$ cat config.mk
export PLATFORM = sky130hd
export DESIGN_NAME = a_cbrtb
export DESIGN_NICKNAME = d
export VERILOG_FILES = /design/src/rtl/bist_pkg.sv /design/src/rtl/cbrt_step.sv /design/src/rtl/a_cbrtb.sv
export SDC_FILE = /design/constraint.sdc
export NUM_CORES = 1
export LEC_CHECK = 0
export CAP_MARGIN = 20
export CORE_AREA = 5 5 87 89
export CTS_CLUSTER_DIAMETER = 150
export CTS_CLUSTER_SIZE = 14
export DETAILED_ROUTE_END_ITERATION = 10
export DIE_AREA = 0 0 92 94
export PLACE_DENSITY = 0.73
export SYNTH_ARGS = -nofsm -noshare
export SYNTH_HDL_FRONTEND = slang
export SYNTH_SLANG_ARGS = --single-unit
$ cat constraint.sdc
create_clock -name clk -period 3.8 [get_ports clk]
set_clock_uncertainty 0.05 [all_clocks]
set_input_delay 0.38 -clock clk [delete_from_list [all_inputs] [get_ports clk]]
set_output_delay 0.38 -clock clk [all_outputs]
set_load 0.01 [all_outputs]
$ cat src/rtl/bist_pkg.sv
// Shared definitions for the self-test arithmetic responders: state encoding,
// default widths and step counts of the root and multiply phases.
package bist_pkg;

    typedef enum logic [1:0] {
        IDLE = 2'd0,
        ROOT = 2'd1,
        MUL  = 2'd2,
        DONE = 2'd3
    } state_t;

    localparam int A_W_DEF    = 8;
    localparam int B_W_DEF    = 8;
    localparam int Y_W_DEF    = 12;

    localparam int ROOT_STEPS = 3;
    localparam int MUL_STEPS  = 3;

    // Root is 0..6 for an 8-bit radicand; a 3-bit candidate cubed fits 9 bits.
    localparam int ROOT_W     = 3;
    localparam int CNT_W      = 2;
    localparam int CUBE_W     = 9;

endpackage

$ cat src/rtl/cbrt_step.sv
// One bit of the restoring integer cube root: try setting bit i of r and keep
// it if the candidate cubed does not exceed the radicand.
module cbrt_step
    import bist_pkg::*;
#(
    parameter int B_W = B_W_DEF
) (
    input  logic [ROOT_W-1:0] r,
    input  logic [CNT_W-1:0]  i,
    input  logic [B_W-1:0]    b_reg,
    output logic [ROOT_W-1:0] r_next
);

    logic [ROOT_W-1:0] cand;
    logic [CUBE_W-1:0] cand_w;
    logic [CUBE_W-1:0] cube;
    logic [CUBE_W-1:0] b_ext;

    always_comb begin
        cand   = r | (ROOT_W'(1) << i);
        cand_w = CUBE_W'(cand);
        cube   = cand_w * cand_w * cand_w;
        b_ext  = CUBE_W'(b_reg);
        r_next = (cube <= b_ext) ? cand : r;
    end

endmodule

$ cat src/rtl/a_cbrtb.sv
// Multi-cycle responder computing y = a * floor(cbrt(b)) on the start/ready
// handshake. Define A_CBRTB_STICKY_READY_EN to hold y_ready high while idle.
module a_cbrtb
    import bist_pkg::*;
#(
    parameter int A_W = A_W_DEF,
    parameter int B_W = B_W_DEF,
    parameter int Y_W = Y_W_DEF
) (
    input  logic           clk,
    input  logic           rst,
    input  logic [A_W-1:0] a_in,
    input  logic [B_W-1:0] b_in,
    input  logic           in_ready,
    output logic [Y_W-1:0] y_out,
    output logic           y_ready
);

    localparam int ACC_W = A_W + ROOT_W;

    state_t            state_reg, state_next;
    logic [CNT_W-1:0]  cnt_reg, cnt_next;
    logic [A_W-1:0]    a_reg, a_next;
    logic [B_W-1:0]    b_reg, b_next;
    logic [ROOT_W-1:0] r_reg, r_next;
    logic [ACC_W-1:0]  acc_reg, acc_next;
    logic [Y_W-1:0]    y_reg, y_next;
    logic              ready_reg, ready_next;

    logic [ROOT_W-1:0] root_step;
    logic [ACC_W-1:0]  addend;

    cbrt_step #(.B_W(B_W)) u_step (
        .r      (r_reg),
        .i      (cnt_reg),
        .b_reg  (b_reg),
        .r_next (root_step)
    );

    assign addend  = ACC_W'(a_reg) << cnt_reg;
    assign y_out   = y_reg;
    assign y_ready = ready_reg;

    always_ff @(posedge clk or negedge rst) begin
        if (!rst) begin
            state_reg <= IDLE;
            cnt_reg   <= '0;
            a_reg     <= '0;
            b_reg     <= '0;
            r_reg     <= '0;
            acc_reg   <= '0;
            y_reg     <= '0;
            ready_reg <= 1'b0;
        end else begin
            state_reg <= state_next;
            cnt_reg   <= cnt_next;
            a_reg     <= a_next;
            b_reg     <= b_next;
            r_reg     <= r_next;
            acc_reg   <= acc_next;
            y_reg     <= y_next;
            ready_reg <= ready_next;
        end
    end

    always_comb begin
        state_next = state_reg;
        cnt_next   = cnt_reg;
        a_next     = a_reg;
        b_next     = b_reg;
        r_next     = r_reg;
        acc_next   = acc_reg;
        y_next     = y_reg;
`ifdef A_CBRTB_STICKY_READY_EN
        ready_next = ready_reg;
`else
        ready_next = 1'b0;
`endif

        case (state_reg)
            IDLE: begin
                if (in_ready) begin
                    a_next     = a_in;
                    b_next     = b_in;
                    r_next     = '0;
                    acc_next   = '0;
                    cnt_next   = CNT_W'(ROOT_STEPS - 1);
                    ready_next = 1'b0;
                    state_next = ROOT;
                end
            end
            ROOT: begin
                // cnt_reg is the bit index i, counting down from the MSB
                r_next = root_step;
                if (cnt_reg == '0) begin
                    state_next = MUL;
                end else begin
                    cnt_next = cnt_reg - 1'b1;
                end
            end
            MUL: begin
                // cnt_reg is the bit index j, counting up; the last step also
                // loads the output registers so the result is visible in DONE
                if (r_reg[cnt_reg]) begin
                    acc_next = acc_reg + addend;
                end
                if (cnt_reg == CNT_W'(MUL_STEPS - 1)) begin
                    y_next     = Y_W'(acc_next);
                    ready_next = 1'b1;
                    state_next = DONE;
                end else begin
                    cnt_next = cnt_reg + 1'b1;
                end
            end
            DONE: begin
                state_next = IDLE;
            end
            default: begin
                state_next = IDLE;
            end
        endcase
    end

endmodule

==> summary.txt <==
Clocking
  – CTS Root Cell: clkbuf_8
  – Worst-path clk slew: ~0.090 ns
  – Clock buffer depth: 2
  – CTS tree: yes
  – Number of clock sinks: 46
  – Clk Latency, worst-skew pair: slightly above 0.3 ns
  – Total CTS buffers: 5
  – H-tree levels: 2

Timing
  – FMAX: 0.257 GHz
  – Worst slew pin tran: around 0.67 ns
  – Max Slew Vio Count: 0
  – Worst rel slew slack: 0.553
  – Fin crit share: 1.03
  – WHS: around 0.37 ns
  – Final hold vios: 0
  – Worst setup margin: -0.0961 ns
  – Fin crit period: a little under 4 ns
  – Final count of negative-setup-slack endpoints: 3
  – Unrepaired setup endpoints after global routing: true

Place
  – Port-buffer cells: 30
  – Placer Congestion: between 0.8 and 0.9
  – Dpl cells: around 460
  – Post-DP HPWL: 5.59 mm

Global route
  – GRT Residual Overflow: 0
  – Met2 Usage GRT: 0.315
  – Vias in the first global route: 2760
  – Initial antenna violation count: 0
  – Met3 global-route usage: 0.0337
  – First-pass GRT wire length: around 13 mm
  – Total GRT Usage: 0.184
  – Routing usage on met1: 0.237
  – Busiest metal layer after global routing: met2
  – Largest net degree at the start of global routing: 47

Power
  – Sequential power share: 0.216
  – Peak supply drop: 545 uV
  – Power Dens Cells: 1000 mW/mm^2
  – Psw: 0.00181 W
  – Comb power frac: 0.707
  – Clock share of power: 0.077
  – Switching Fraction: 0.453
  – LEAKAGE: approximately 1.9 nW
  – Int Power: around 0.0022 W

Routing
  – Drt via density: ~5.8
  – Detailed-route via count: 2731
  – Avg WL per Cell: roughly 15 um
  – Total routed wirelength: 7.24 mm
  – Routed Antenna Nets: 0
  – DRC: 0
  – DR pass1 iterations: 5
  – Initial DRC count: 99

Worst setup path
  – Crit Path Class: reg -> reg
  – Worst Path Max Fanout: 4
  – R2R Path Start: cnt_reg[1]
  – Buf+Inv Stages, Crit Path: 0
  – Crit-path leading delay family: compound AO/OA/AOI/OAI gates
  – Critical path's slowest cell: fa_2
  – Worst setup SP type: flip-flop
  – Critical Path Source: cnt_reg[1]
  – Worst path cell trace: mux2i_1, nor2_2, a21o_1, ha_4, o21a_1, fa_2, ha_2, a21o_1, a21oi_2, xnor2_1, ha_1, a22o_1, nor4_2, o221ai_1, o221ai_1, and3_1, a22o_1
  – Worst EP required: 4.00 ns
  – Critical Path End Type: flip-flop
  – Arrival @ worst endpoint: 4.09 ns
  – Slowest stage delay, CP: 0.47 ns

Floorplanning
  – Die Y: around 94 um
  – Die Wd: between 90 and 100 um
  – Initial Utilization: 0.510
  – # IOs: 32
  – Die ar.: 0.00865 mm^2
  – Num rows: 30
  – CORE AREA: about 0.0067 mm^2

Logic synthesis
  – Top_reg_cell synth: dfrtp_1
  – Post-synthesis cell area: ~0.0034 mm^2
  – Largest cells by area after synthesis: dfrtp_1 34%, ha_1 11%, mux2_2 5.6%
  – Sequential fraction of the synthesis area: 0.338
  – Syn Area/Cell: about 9.7 um^2
  – Async S/R FF share, synth: 1.00
  – Syn Inst Count: 352
  – Largest area contributor in the netlist: dfrtp_1
  – Post-synth EDFFs: 0
  – Count leader, synth: dfrtp_1
  – Count of state elements after synthesis: 46
  – Yosys warns: 0
  – Synth top area share: 0.338
  – Post-synth top cells: 46 x dfrtp_1, 36 x nand2_1, 31 x ha_1, 24 x a21oi_1, 21 x nor2_1
  – Synth unique cells: approximately 60

Hold path
  – Hold crit path type: in -> async

Finish
  – Share of layout cells above drive strength 1: 0.186
  – Nets: 446
  – Non-Filler Instances: between 400 and 500
  – FF/Latch Area: between 0.001 and 0.0015 mm^2
  – Layout fillers: roughly 580
  – Ant diodes: 0
  – Layout area overhead: 17.6%
  – Area of the multi-input gates: around 0.0021 mm^2

Run
  – Max Cap Violations: 0

Outcome
  – Failing checks: negative setup slack
  – Status: complete, but fails checks
-- layout make-up --
class / count / share of cell area
inverters: 16 / 0.0150
repair buffers: 51 / 0.117
flip-flops and latches: 46 / 0.287
well taps: 80 / 0.0250
multi-input cells: 272 / 0.534
clock buffers: 6 / 0.0181
clock inverters: 2 / 0.00344
-- cells by family after synthesis --
family	Yosys count	share of synthesized area
other cells	1	0.00110
fa+ha+maj	35	0.137
compound gates	99	0.209
xor+xnor	11	0.0283
flops	46	0.338
simple gates	95	0.133
buf+inv	35	0.0510
mux	30	0.103
-- through the flow --
step	total power, W	setup TNS (ns)	instance area [um^2]	util	setup slack [ns]
after floorplan	0.00292	0	3440	-	0.0211
after global placement	0.00354	0	3840	0.575	0.00566
after detailed placement	0.00363	-0.502	3840	0.575	-0.168
after CTS	0.00401	-0.212	3970	0.595	-0.0718
after global routing	0.00439	-0.782	4010	0.599	-0.264
final	0.00400	-0.282	4010	0.599	-0.0961
-- routing by layer --
layer  part of all wire  wire length [um]
met1               0.46              3340
met2               0.48              3470
met3              0.045               325
met4              0.015               107
met5                  0                 0
-- power by group through the flow --
stage	Clock (W)	Sequential, W	Combinational (W)
after floorplan	0	0.000847	0.00207
after global placement	0	0.000865	0.00267
after detailed placement	0	0.000877	0.00276
after CTS	0.000314	0.000865	0.00283
after global routing	0.000337	0.000900	0.00316
final	0.000307	0.000865	0.00283
-- cells in the final DEF, fill, tap and decap left out, types with 4 or more instances in the layout --
| master | synthesis | layout |
|---|---|---|
| a21o_1 | 7 | 7 |
| a21oi_1 | 24 | 23 |
| a22o_1 | 12 | 12 |
| a31oi_1 | 5 | 5 |
| buf_4 | 1 | 19 |
| clkbuf_8 | 0 | 5 |
| clkdlybuf4s50_1 | 0 | 29 |
| dfrtp_1 | 46 | 46 |
| ha_1 | 31 | 28 |
| inv_1 | 16 | 16 |
| mux2_2 | 17 | 17 |
| mux2i_1 | 10 | 10 |
| nand2_1 | 36 | 35 |
| nand3_1 | 10 | 10 |
| nor2_1 | 21 | 19 |
| nor2b_1 | 5 | 5 |
| o21a_1 | 4 | 4 |
| o21ai_0 | 17 | 15 |
| o21ai_1 | 4 | 5 |
| xnor2_1 | 9 | 9 |
-- what timing repair did --
item	CTS	global route
endpoints found under the hold margin	0	4
hold buffers	0	1
pin swaps	4	1
buffers inserted	2	0
endpoints found under the setup margin	3	3
cloned	0	0
gates resized for setup	7	1
-- path summary, 6_finish.rpt --
check,to,slack (ns),cells after the start
worst min-delay path,y_out[8],0.37,2
worst min register to register,y_out[7],0.44,2
worst max-delay path,r_reg[1],-0.1,17
worst max register to register,r_reg[1],-0.1,17
max in group asynchronous,b_reg[3],2.88,3
min in group clk,y_out[7],0.44,2
(Power assumes the default switching activity.)
